--- src/rtl/xg_tx_gearbox_feeder_if.sv ---
// Block handshake between the 64b/66b encoder and the gearbox feeder.
// master: encoder side (drives block), slave: feeder side (drives ready).
interface xg_tx_gearbox_feeder_if;
  logic        blk_valid;
  logic        blk_ready;
  logic [1:0]  blk_header;
  logic [63:0] blk_data;

  modport master (
    output blk_valid,
    output blk_header,
    output blk_data,
    input  blk_ready
  );

  modport slave (
    input  blk_valid,
    input  blk_header,
    input  blk_data,
    output blk_ready
  );
endinterface

--- src/rtl/xg_tx_gearbox_feeder.sv ---
// 10GBASE-R TX feeder for the external 64b/66b gearbox (32-bit fabric).
// Ports: clk, rst_n, blk (block handshake, slave), tx_sequence/
// tx_header/tx_data to the transceiver, tx_underflow, underflow_count.
module xg_tx_gearbox_feeder #(
  parameter bit SCRAMBLE       = 1'b1,
  parameter int UNDERFLOW_BITS = 16
) (
  input  logic                      clk,
  input  logic                      rst_n,
  xg_tx_gearbox_feeder_if.slave     blk,
  output logic [5:0]                tx_sequence,
  output logic [1:0]                tx_header,
  output logic [31:0]               tx_data,
  output logic                      tx_underflow,
  output logic [UNDERFLOW_BITS-1:0] underflow_count
);

  localparam logic [63:0] IDLE_DATA = 64'h0000_0000_0000_001E;
  localparam logic [1:0]  IDLE_HDR  = 2'b10;
  localparam logic [5:0]  PAUSE     = 6'd32;
  localparam logic [UNDERFLOW_BITS-1:0] UONE = 1;

  // e[57:0] holds the previous 58 scrambled bits, oldest at e[0];
  // e[58+i] is scrambled bit i of this block.
  function automatic logic [63:0] scramble(
    input logic [63:0] d,
    input logic [57:0] st
  );
    logic [121:0] e;
    e = {64'd0, st};
    for (int i = 0; i < 64; i++) begin
      e[58+i] = d[i] ^ e[i+19] ^ e[i];
    end
    return e[121:58];
  endfunction

  logic [5:0]  cnt;
  logic [57:0] scr_q;
  logic [31:0] held;
  logic        load;
  logic [1:0]  src_hdr;
  logic [63:0] src_data;
  logic [63:0] scr;
  logic [63:0] pay;

  assign load          = ~cnt[0] && (cnt != PAUSE);
  assign blk.blk_ready = load;

  always_comb begin
    src_hdr  = IDLE_HDR;
    src_data = IDLE_DATA;
    if (blk.blk_valid) begin
      src_hdr  = blk.blk_header;
      src_data = blk.blk_data;
    end
  end

  assign scr = scramble(src_data, scr_q);
  assign pay = SCRAMBLE ? scr : src_data;

  always_ff @(posedge clk or negedge rst_n) begin
    if (!rst_n) begin
      cnt             <= '0;
      scr_q           <= '1;
      held            <= '0;
      tx_sequence     <= '0;
      tx_header       <= '0;
      tx_data         <= '0;
      tx_underflow    <= 1'b0;
      underflow_count <= '0;
    end else begin
      cnt          <= (cnt == PAUSE) ? 6'd0 : cnt + 6'd1;
      tx_sequence  <= cnt;
      tx_underflow <= 1'b0;
      if (load) begin
        tx_header <= src_hdr;
        tx_data   <= pay[31:0];
        held      <= pay[63:32];
        // State tracks the scrambled stream even in passthrough.
        scr_q     <= scr[63:6];
        if (!blk.blk_valid) begin
          tx_underflow <= 1'b1;
          if (~&underflow_count)
            underflow_count <= underflow_count + UONE;
        end
      end else if (cnt != PAUSE) begin
        tx_data <= held;
      end
    end
  end

endmodule

--- src/flat_wrapper.sv ---
// flat-port wrapper written by rule: the top's interface ports become plain ports
module xg_tx_gearbox_feeder_flat 
#(
  parameter bit SCRAMBLE       = 1'b1,
  parameter int UNDERFLOW_BITS = 16
)
  (clk, rst_n, tx_sequence, tx_header, tx_data, tx_underflow, underflow_count, blk_blk_valid, blk_blk_header, blk_blk_data, blk_blk_ready);
  xg_tx_gearbox_feeder_if blk_i ();
  input  logic clk;
  input  logic rst_n;
  output logic [5:0] tx_sequence;
  output logic [1:0] tx_header;
  output logic [31:0] tx_data;
  output logic tx_underflow;
  output logic [UNDERFLOW_BITS-1:0] underflow_count;
  input wire logic [$bits(blk_i.blk_valid)-1:0] blk_blk_valid;
  input wire logic [$bits(blk_i.blk_header)-1:0] blk_blk_header;
  input wire logic [$bits(blk_i.blk_data)-1:0] blk_blk_data;
  output wire logic [$bits(blk_i.blk_ready)-1:0] blk_blk_ready;
  assign blk_i.blk_valid = blk_blk_valid;
  assign blk_i.blk_header = blk_blk_header;
  assign blk_i.blk_data = blk_blk_data;
  assign blk_blk_ready = blk_i.blk_ready;
  xg_tx_gearbox_feeder #(.SCRAMBLE(SCRAMBLE), .UNDERFLOW_BITS(UNDERFLOW_BITS)) u_core (.clk(clk), .rst_n(rst_n), .blk(blk_i), .tx_sequence(tx_sequence), .tx_header(tx_header), .tx_data(tx_data), .tx_underflow(tx_underflow), .underflow_count(underflow_count));
endmodule
--- config.mk ---
export PLATFORM = sky130hd
export DESIGN_NAME = xg_tx_gearbox_feeder_flat
export DESIGN_NICKNAME = d
export VERILOG_FILES = /design/src/rtl/xg_tx_gearbox_feeder_if.sv /design/src/rtl/xg_tx_gearbox_feeder.sv /design/src/flat_wrapper.sv
export SDC_FILE = /design/constraint.sdc
export NUM_CORES = 1
export LEC_CHECK = 0
export CORE_ASPECT_RATIO = 1.25
export CORE_MARGIN = 4
export CORE_UTILIZATION = 25
export CTS_CLUSTER_DIAMETER = 50
export DETAILED_ROUTE_END_ITERATION = 10
export PLACE_DENSITY = 0.43
export SYNTH_ARGS = -nofsm -noshare
export SYNTH_HDL_FRONTEND = slang
export SYNTH_SLANG_ARGS = --single-unit
--- constraint.sdc ---
create_clock -name clk -period 4.2 [get_ports clk]
set_input_delay 1.05 -clock clk [delete_from_list [all_inputs] [get_ports clk]]
set_output_delay 1.05 -clock clk [all_outputs]
set_load 0.01 [all_outputs]
==> Word level (Yosys, flattened, before mapping) <==
Cells that the tools add are included.
W data, S select, Z words.
{ "totals": {"register_bits": 153, "input_bits": 69, "output_inout_bits": 58, "wordCells": 154} }
{ "classes": {"n_addsub": 2, "eq_ne": 2, "mux": 7, "bitwise_logic": 131, "n_reduce_logical": 4} }
{ "op_table": {"columns": ["cell", "n"], "rows": [
  ["$xor A1 B1 Y1", 128],
  ["$mux W32", 2],
  ["$mux W64", 1],
  ["$add A16 B1 Y16 const B", 1],
  ["$reduce_and A16 Y1", 1],
  ["$add A6 B1 Y6 const B", 1],
  ["$eq A6 B6 Y1 const B", 1],
  ["$mux W6", 1],
  ["$ne A6 B6 Y1 const B", 1],
  ["$not A1 Y1", 3],
  ["$reduce_and A3 Y1", 1],
  ["$mux W1", 2],
  ["$mux W2", 1],
  ["$reduce_bool A2 Y1", 1],
  ["$logic_and A1 B1 Y1", 1]
]} }

==> Longest topological paths before layout <==
Gate-level depths: netlist of run 1.
{ "depth": {"word_depth": 5, "mapped_depth": 9, "depth_no_buf": 7} }

==> Least setup slack after synthesis of run 1 <==
No wires, ideal clock.
{ "synth_path": {"path_kind": "flip-flop to output port", "start": "register u_core.cnt[0]", "end": "output blk_blk_ready", "arrival_time_ns": 1.740, "required_ns": 3.150, "path_slack_ns": 1.410, "path_stages_with_launch": 8, "path_buffers": 2, "path_cell_list": "dfrtp_1 -> clkbuf_1 -> inv_2 -> ha_1 -> or3b_4 -> o21ai_4 -> inv_2 -> buf_2"} }
{ "synth_between": {"elab_chain_cells": 2, "word_cells_on_any_way": 3, "cone_classes": "eq/ne (1); bitwise (1); reduce/logical (1)"} }
{ "synth_rtl": {"columns": ["item", "line_no", "text"], "rows": [
  ["start, declared", "xg_tx_gearbox_feeder.sv:37", "logic [5:0] cnt;"],
  ["start signal, assigned", "xg_tx_gearbox_feeder.sv:72", "cnt <= (cnt == PAUSE) ? 6'd0 : cnt + 6'd1;"],
  ["$ne A6 B6 Y1 / $not A1 Y1 (equally long branches)", "xg_tx_gearbox_feeder.sv:46", "assign load = ~cnt[0] && (cnt != PAUSE);"],
  ["$logic_and A1 B1 Y1 *", "xg_tx_gearbox_feeder.sv:46", null],
  ["end, declared", "flat_wrapper.sv:19", "output wire logic [$bits(blk_i.blk_ready)-1:0] blk_blk_ready;"]
]} }
Every way passes the cells marked *; elsewhere a longest branch is shown, timed or not.

==> Worst setup path after layout of run 1 <==
Same ends and word-level chain as after synthesis.

==> impl_results.md, run 1 <==
* Critical path arrival at between 2 and 2.5 ns
* Worst-path clk slew at around 0.060 ns
* Setup ws final at 0.7902 ns
* Post-synth top flop: dfrtp_1
* Max IR drop VDD at 0.2885 mV
* CORE AREA at around 30000 um^2
* Global-route wire length before repair at about 35000 um
* Post-synth top area share at 0.3143
* Remaining antenna violation count after routing at 0
* Total negative slack at 0 ns
* Leak at about 3.8 nW
* GR Util met1 at 0.1733
* Cell taking the most area after synthesis: dfrtp_1
* Worst setup SP type: flip-flop
* Fillcell total at 3099
* Vias per inst at 4.272
* R2r setup slk at roughly 1.2 ns
* RSZ-0062 raised after global routing: false
* Distinct cells, synth at 39
* # diodes at 0
* Total power at 8.233 mW
* Synth area leaders: dfrtp_1 (31%), dfstp_2 (20%), xnor2_1 (10%), nand2_1 (10%), xor2_1 (5.8%)
* Ports at 127
* Antenna violations before repair at 0
* Number of flops mapped to enable cells by yosys at 0
* Met2 global-route usage at 0.2515
* Tot GR Track Use at 0.1408
* Hold Path Class: flip-flop to flip-flop
* Mapped Area at ~7600 um^2
* Crit. End Element: primary output
* Grt peak-use layer: met2
* Syn nets at roughly 830
* Register area share after synthesis at 0.5158
* Status: completed
* WP data required at 3.15 ns
* HPWL after detailed placement at 16700 um
* Cts hold-fix bufs at 0
* NumNets Final at between 900 and 1000
* Max cap viols at 0
* Clock Tree Buf Depth at 2
* H-tree Lvls at 4
* Number of port buffers at 126
* Max FO, Critical Path at 9
* DRC errors left at 0
* Post-Route WL at roughly 23000 um
* Detailed Routing Iterations Pass 1 at 4
* Final period utilization at 0.8119
* Measured slew at the worst slew-check pin at roughly 1.0 ns
* Vias in the first global route at between 5000 and 6000
* Post-DR wirelength/cell at between 15 and 20 um
* Gr ovfl total at 0
* Core Util, Final at 0.3318
* Share of cells above drive strength 1 at 0.1312
* Rows at 70
* Chip height at between 200 and 250 um
* Initial Utilization at 0.2563
* Flops & latches, synth at roughly 150
* FFs w/ async S/R, synth at 1.000
* GP Congestion at between 0.8 and 0.9
* Commonest cells post-synth: nand2_1 (201), dfrtp_1 (95), xnor2_1 (88)
* Synth warnings at 0
* Final min period at between 3 and 4 ns
* Most common cell in the netlist: nand2_1
* Post-CTS setup buffers at 0
* WS Path Type: flip-flop to primary output
* Clock latency on the worst-skew pair at ~0.42 ns
* Area post-placement at between 9000 and 10000 um^2
* Cells after synthesis at 755
* Root buf cell: clkbuf_16
* CTS Buf Count at 17
* Clock sink count at around 150
* Final Hold Viols at 0
* Die area at about 33000 um^2
* Grt met3 use at 0.03046
* Post-route cell area at about 9800 um^2
* Iter 0 DRT Violations at ~250
* Area growth syn-to-layout at 29.46%
* Setup Skew at about 0.011 ns
* Slew Limit Fails at 0
* Vias at approximately 5500
* Largest net degree at the start of global routing at roughly 110
* Avg Synthesized Cell Area at 10.02 um^2
* Fmax at between 200 and 300 MHz
* DP Worst Slack at between 1 and 1.5 ns
* Die X at around 160 um
* Post-cts sizing count at 0
* Final setup fails at 0
* PwrDens at around 840 nW/um^2
* Relative slew slack at 0.3334
* CTS tree: built
flip-flops by register name (all words and copies together) (netlist names):
register / cells
u_core.tx_sequence: 6
u_core.scr_q: 58
u_core.tx_underflow: 1
u_core.held: 32
u_core.tx_data: 32
u_core.underflow_count: 16
u_core.tx_header: 2
u_core.cnt: 6
per-layer routing:
| layer | share of wire | vias to the layer above |
|---|---|---|
| li1 | - | 2722 |
| met1 | 0.44 | 2614 |
| met2 | 0.51 | 120 |
| met3 | 0.038 | 12 |
| met4 | 0.010 | 0 |
| met5 | 0 | - |
cells in the final DEF, fill, tap and decap left out, drive strengths merged, types with 4 or more instances in the layout:
cell           count
nand2            201
clkdlybuf4s50    124
dfrtp             95
xnor2             88
o21ai             65
dfstp             58
xor2              50
o211ai            27
o21a              27
nor2              23
a21oi             18
clkbuf            18
buf               12
clkinv            12
nor4               9
nand3              8
xor3               6
inv                6
nor2b              5
nor3               4
nand4              4
worst max-delay path, cell delays in order, from the launching register on:
cell and delay, ns:
dfrtp_2 0.40, inv_2 0.17, ha_1 0.20, or3b_4 0.43, o21ai_4 0.17, inv_2 0.08
clkdlybuf4s50_1 0.48
metrics by stage:
stage               hold slack, ns  instances
detailed placement          0.4687       1248
global route                0.4990       1280
floorplan                   0.3781        755
CTS                         0.4816       1280
finish                      0.4803       1280
global placement            0.4581       1248
final timing paths:
path                                  start                  to  depth (start not counted)
min in group asynchronous             rst_n  u_core.tx_data[14]                          1
setup / recovery              u_core.cnt[0]       blk_blk_ready                          6
setup reg to reg              u_core.cnt[0]     u_core.held[25]                          7
max in group asynchronous             rst_n    u_core.scr_q[29]                          2
hold / removal             u_core.scr_q[25]    u_core.scr_q[25]                          2
hold reg to reg            u_core.scr_q[25]    u_core.scr_q[25]                          2
final cells by class:
class | instances | area, um^2 | share of cell area
inverters | 5 | 18.77 | 0.001917
multi-input cells | 558 | 3453 | 0.3527
clock inverters | 14 | 125.1 | 0.01278
repair buffers | 136 | 1358 | 0.1386
flip-flops and latches | 153 | 3902 | 0.3985
clock buffers | 18 | 439.2 | 0.04485
well taps | 396 | 495.5 | 0.05060
logic make-up after synthesis:
| logic type | after synthesis | synth area share |
|---|---|---|
| and+or+nand+nor | 264 | 0.1486 |
| buffers and inverters | 44 | 0.02796 |
| adders and majority gates | 3 | 0.004963 |
| muxes | 6 | 0.008932 |
| xor gates and xnor gates | 144 | 0.1787 |
| DFF | 153 | 0.5158 |
| AOI/OAI and AO/OA | 141 | 0.1151 |
report_power, final:
part	internal (mW)	switching [mW]	leakage, nW	total (mW)
clock network	0.834	0.647	0.284	1.48
registers	2.47	0.581	1.75	3.05
logic	1.90	1.80	1.79	3.70
(Power assumes the default switching activity.)
==> inputs of run 2 (changes only) <==
clock period = 3.25 ns   (was 4.2 ns; I/O delays follow)
==> run 2 against run 1 <==
Effect of this change:
- clock skew rose by 0.0023 ns
- non-clock buffer count rose by 5
- first-iteration DRC count fell by 5.9%
- final area rose by 0.79%
- die area did not move
- sequential share of layout area fell by 0.31 points
- power rose by 31%
- critical endpoint unchanged
- largest cell class unchanged
==> impl_results.md, run 2 (synthesized netlist as in run 1, its figures left out) <==
* Final min period at ~3.1 ns
* FF+latch area at slightly below 4000 um^2
* Critical path arrival at 2.33 ns
* Vias per inst at roughly 4.2
* Rows at 70
* GR Util met1 at 0.1788
* Area growth syn-to-layout at 30.49%
* Final period utilization at 0.9681
* Number of port buffers at around 130
* CP Buf/Inv Count at 3
* CTS Buf Count at 17
* CP max stage delay at approximately 0.48 ns
* Tot GR Track Use at 0.1405
* Relative slew slack at 0.5232
* Die area at ~33000 um^2
* Clock Tree Buf Depth at 2
* Slowest cell on crit path: clkdlybuf4s50_1
* Hold Path Class: primary input to asynchronous set/reset pin
* Final setup fails at 0
* Net switching fraction of the power at 0.3661
* Antenna violations before repair at 0
* Grt peak-use layer: met2
* Total negative slack at 0 ns
* Clock sink count at 153
* Setup Skew at roughly 0.013 ns
* Vias in the first global route at 5869
* Largest net degree at the start of global routing at around 140
* Commonest non-fill, non-tap cell in the layout: nand2_1
* Chip height at 202.5 um
* Largest regs: u_core.scr_q x58, u_core.held x32, u_core.tx_data x32
* NumNets Final at 948
* Max FO, Critical Path at 9
* Largest register FFs at 58
* Commonest cells after routing, fill and taps aside: nand2_1 (200), clkdlybuf4s50_1 (124), dfrtp_1 (94)
* Detailed Routing Iterations Pass 1 at 4
* Root buf cell: clkbuf_16
* Leak at approximately 3.8 nW
* Clock power share at 0.186
* Vias at around 5400
* Biggest register: u_core.scr_q
* Worst setup SP type: flip-flop
* CORE AREA at 29520 um^2
* Gr ovfl total at 0
* GP Congestion at between 0.7 and 0.8
* HPWL after detailed placement at ~17000 um
* Iter 0 DRT Violations at ~240
* Area of the multi-input gates at ~3500 um^2
* Initial Utilization at 0.2563
* Top delay family on crit path: buffers and inverters
* Measured slew at the worst slew-check pin at 0.7152 ns
* Clock latency on the worst-skew pair at 0.43 ns
* Max cap viols at 0
* Met2 global-route usage at 0.2445
* Fmax at 317.8 MHz
* Net switching power at 3.960 mW
* Status: completed
* CTS tree: built
* Crit. End Element: primary output
* WP data required at between 2 and 2.5 ns
* # diodes at 0
* Worst-path cell chain: inv_4 -> ha_1 -> or3b_4 -> o21ai_4 -> inv_2 -> clkdlybuf4s50_1
* Sequential Power Share at 0.362
* Fillcell total at about 3000
* Setup ws final at 0.1038 ns
* Ports at approximately 130
* Post-DR wirelength/cell at 17.54 um
* Max IR drop VDD at roughly 0.38 mV
* PwrDens at 1096 nW/um^2
* Worst-path clk slew at about 0.060 ns
* WS Path Type: flip-flop to primary output
* RSZ-0062 raised after global routing: false
* DRC errors left at 0
* Share of cells above drive strength 1 at 0.1339
* DP Worst Slack at between 0.4 and 0.5 ns
* Remaining antenna violation count after routing at 0
* Global-route wire length before repair at ~35000 um
* Die X at approximately 160 um
* Logic pwr share at 0.452
* Final Hold Viols at 0
* Grt met3 use at 0.02883
* Post-Route WL at 22540 um
* Cts hold-fix bufs at 0
* H-tree Lvls at 4
* Slew Limit Fails at 0
* Cell Int Power at between 6 and 7 mW
-- run 2: cell types whose count changed in the layout (fill, tap and decap cells not counted) --
cell | before | now
buf_12 | 2 | 3
buf_4 | 8 | 12
bufinv_16 | 1 | 2
clkbuf_1 | 0 | 2
clkinv_2 | 5 | 0
clkinv_4 | 7 | 3
clkinvlp_4 | 0 | 4
inv_2 | 2 | 1
inv_4 | 0 | 1
inv_6 | 1 | 3
-- run 2: final timing paths --
kind,from,end,slack (ns),depth (start not counted)
worst max-delay path,u_core.cnt[0],blk_blk_ready,0.10,6
worst min-delay path,rst_n,u_core.tx_data[15],0.38,1
worst max register to register,u_core.cnt[0],u_core.held[22],1.08,6
worst min register to register,u_core.cnt[1],u_core.tx_sequence[1],0.45,0
max in group asynchronous,rst_n,u_core.scr_q[36],2.02,2
min in group clk,u_core.cnt[1],u_core.tx_sequence[1],0.45,0
-- run 2: metrics by stage --
step / hold WS, ns / instances / area [um^2] / utilization / total power [mW]
global route: 0.4249 / 1285 / 9869 / 0.3344 / 11.65
detailed placement: 0.4382 / 1253 / 9278 / 0.3143 / 8.985
global placement: 0.4386 / 1253 / 9278 / 0.3143 / 8.922
floorplan: 0.3781 / 755 / 7564 / - / 7.034
CTS: 0.4009 / 1285 / 9867 / 0.3343 / 11.06
finish: 0.3759 / 1285 / 9869 / 0.3344 / 10.82
-- run 2: timing repair --
action | in CTS | in global routing
resized for setup | 0 | 1
endpoints found under the setup margin | 0 | 1
buffers inserted | 0 | 0
hold endpoints to repair | 0 | 0
-- run 2: cell type report --
| type | instances | area share |
|---|---|---|
| inverter | 5 | 0.002155 |
| timing repair buffer | 141 | 0.1426 |
| multi-input combinational | 558 | 0.3499 |
| sequential | 153 | 0.3954 |
| clock inverter | 12 | 0.01445 |
| tap | 396 | 0.05020 |
| clock buffer | 20 | 0.04526 |
-- run 2: routing by layer --
| metal | share of wire | routed length (um) | up-vias |
|---|---|---|---|
| met5 | 0 | 0 | - |
| met4 | 0.012 | 274 | 0 |
| met3 | 0.041 | 929 | 18 |
| met2 | 0.51 | 11380 | 117 |
| met1 | 0.44 | 9950 | 2558 |
| li1 | - | - | 2741 |
-- run 2: power by group through the flow --
stage               Sequential (mW)  Clock (mW)  Combinational (mW)
detailed placement             3.96           0                5.02
CTS                            3.94        2.08                5.04
global route                   4.04        2.15                5.46
finish                         3.92        2.02                4.89
global placement               3.96           0                4.96
floorplan                      3.83           0                3.20
==> inputs of run 3 (changes only) <==
REMOVE_ABC_BUFFERS = 1   (was not set)
==> run 3 against run 2 <==
Effect of this change:
- die area did not move
- final cell count fell by 0.39%
- core utilization rose by 0.051 points
- first-iteration DRC count fell by 17%
- global-route usage fell by 1.0 points
- count of clock-buffer cells in the layout fell by 1
- final area rose by 0.15%
- critical path depth did not move
- maximum frequency rose by 2.7%
- sequential share of layout area fell by 0.060 points
- critical endpoint unchanged
- largest cell class unchanged
==> impl_results.md, run 3 (synthesized netlist as in run 1, its figures left out) <==
* Vias at roughly 5400
* CORE AREA at 29520 um^2
* Ports at 127
* NumNets Final at between 900 and 1000
* Cell Int Power at just under 7 mW
* R2r setup slk at 1.14 ns
* Biggest register: u_core.scr_q
* Core Util, Final at 0.3349
* Measured slew at the worst slew-check pin at around 0.71 ns
* Number of port buffers at 126
* Max IR drop VDD at around 0.3 mV
* Final setup fails at 0
* Fillcell total at just over 3000
* Crit. End Element: primary output
* Post-DR wirelength/cell at 16.15 um
* Post-Route WL at just over 20000 um
* Antenna violations before repair at 1
* CTS Buf Count at 17
* Chip height at slightly above 200 um
* Vias in the first global route at around 5900
* Root buf cell: clkbuf_16
* Largest regs: u_core.scr_q x58, u_core.held x32, u_core.tx_data x32
* Worst-path clk slew at about 0.070 ns
* Post-cts sizing count at 0
* Clock power share at 0.200
* Detailed Routing Iterations Pass 1 at 4
* # diodes at 0
* Status: completed
* Max cap viols at 0
* Area post-placement at 9265 um^2
* Largest register FFs at between 50 and 60
* Post-CTS setup buffers at 0
* Max FO, Critical Path at 5
* Cts hold-fix bufs at 0
* Critical path arrival at roughly 2.3 ns
* Post-route cell area at roughly 9900 um^2
* H-tree Lvls at 4
* RSZ-0062 raised after global routing: false
* Die area at between 30000 and 40000 um^2
* Gr ovfl total at 0
* Remaining antenna violation count after routing at 0
* Die X at between 150 and 200 um
* Area of the multi-input gates at around 3500 um^2
* Net switching fraction of the power at 0.3456
* Slew Limit Fails at 0
* CTS tree: built
* Sequential Power Share at 0.365
* Hold Path Class: primary input to asynchronous set/reset pin
* Global-route wire length before repair at around 33000 um
* Worst setup SP type: flip-flop
* Final period utilization at 0.9429
* Final Hold Viols at 0
* DRC errors left at 0
* Vias per inst at 4.245
* Fmax at 326.3 MHz
* GP Congestion at around 0.73
* Rows at 70
* Setup Skew at 0.01518 ns
* Iter 0 DRT Violations at slightly below 200
* Tot GR Track Use at 0.1302
* Area growth syn-to-layout at 30.69%
* HPWL after detailed placement at between 10000 and 15000 um
* Commonest non-fill, non-tap cell in the layout: nand2_1
* Logic pwr share at 0.435
* Net switching power at 3.643 mW
* Clock sink count at approximately 150
* Share of cells above drive strength 1 at 0.1312
* FF+latch area at 3902 um^2
* Initial Utilization at 0.2563
* PwrDens at 1067 nW/um^2
* Clock Tree Buf Depth at 2
* Leak at between 3 and 4 nW
* Largest net degree at the start of global routing at roughly 140
* Clock latency on the worst-skew pair at 0.44 ns
* WP data required at 2.44 ns
* Relative slew slack at 0.5236
* WS Path Type: flip-flop to primary output
* Commonest cells after routing, fill and taps aside: nand2_1 (200), clkdlybuf4s50_1 (124), dfrtp_1 (94)
* Final min period at just over 3 ns
==> run 3: cell types whose count changed in the layout (fill, tap and decap cells not counted), sizes merged <==
cell,previous run,this run
inv,8,7
buf,17,12
clkbuf,20,19
bufinv,2,3
clkinv,3,5
clkinvlp,4,3
==> run 3: area by class of cell <==
| class | instances | share of cell area |
|---|---|---|
| clock buffers | 19 | 0.04582 |
| clock inverters | 13 | 0.01684 |
| inverters | 5 | 0.001899 |
| multi-input cells | 558 | 0.3494 |
| flip-flops and latches | 153 | 0.3948 |
| well taps | 396 | 0.05013 |
| repair buffers | 136 | 0.1411 |
==> run 3: path summary, 6_finish.rpt <==
kind / depth (start not counted) / end / from
max in group asynchronous: 2 / u_core.scr_q[24] / rst_n
min in group clk: 0 / u_core.tx_sequence[1] / u_core.cnt[1]
setup reg to reg: 6 / u_core.held[29] / u_core.cnt[1]
setup / recovery: 6 / blk_blk_ready / u_core.cnt[1]
hold / removal: 1 / u_core.underflow_count[10] / rst_n
hold reg to reg: 0 / u_core.tx_sequence[1] / u_core.cnt[1]
==> run 3: per-stage QoR <==
step | hold WS (ns) | instances | setup WS [ns] | total power [mW] | TNS, ns
6_report | 0.3464 | 1280 | 0.1856 | 10.54 | 0
5_1_grt | 0.3669 | 1280 | 0.07179 | 11.42 | 0
4_1_cts | 0.3568 | 1280 | 0.1325 | 10.78 | 0
3_5_place_dp | 0.4525 | 1248 | 0.6081 | 8.587 | 0
3_3_place_gp | 0.4347 | 1248 | 0.6354 | 8.520 | 0
2_1_floorplan | 0.4167 | 716 | -1.541 | 7.028 | -71.69
==> run 3: worst max-delay path: stages (launching register included) <==
cell and delay (ns):
dfrtp_1 0.42, inv_1 0.07, ha_1 0.14, or3b_4 0.42
o21ai_4 0.21, inv_2 0.08, clkdlybuf4s50_1 0.48
==> run 3: power groups by stage <==
stage	clock (mW)	combinational, mW	sequential (mW)
after global routing	2.27	5.17	3.98
final	2.11	4.59	3.85
after detailed placement	0	4.69	3.90
after CTS	2.19	4.72	3.87
after floorplan	0	3.19	3.84
after global placement	0	4.63	3.89
==> run 3: per-layer routing <==
| metal | vias up | wire length, um | share of wire | global-route usage |
|---|---|---|---|---|
| li1 | 2722 | - | - | - |
| met1 | 2576 | 9327 | 0.45 | 0.1668 |
| met2 | 111 | 10140 | 0.49 | 0.2165 |
| met3 | 23 | 908 | 0.044 | 0.03513 |
| met4 | 2 | 278 | 0.013 | 0.03656 |
| met5 | - | 12 | 0.00058 | 0 |
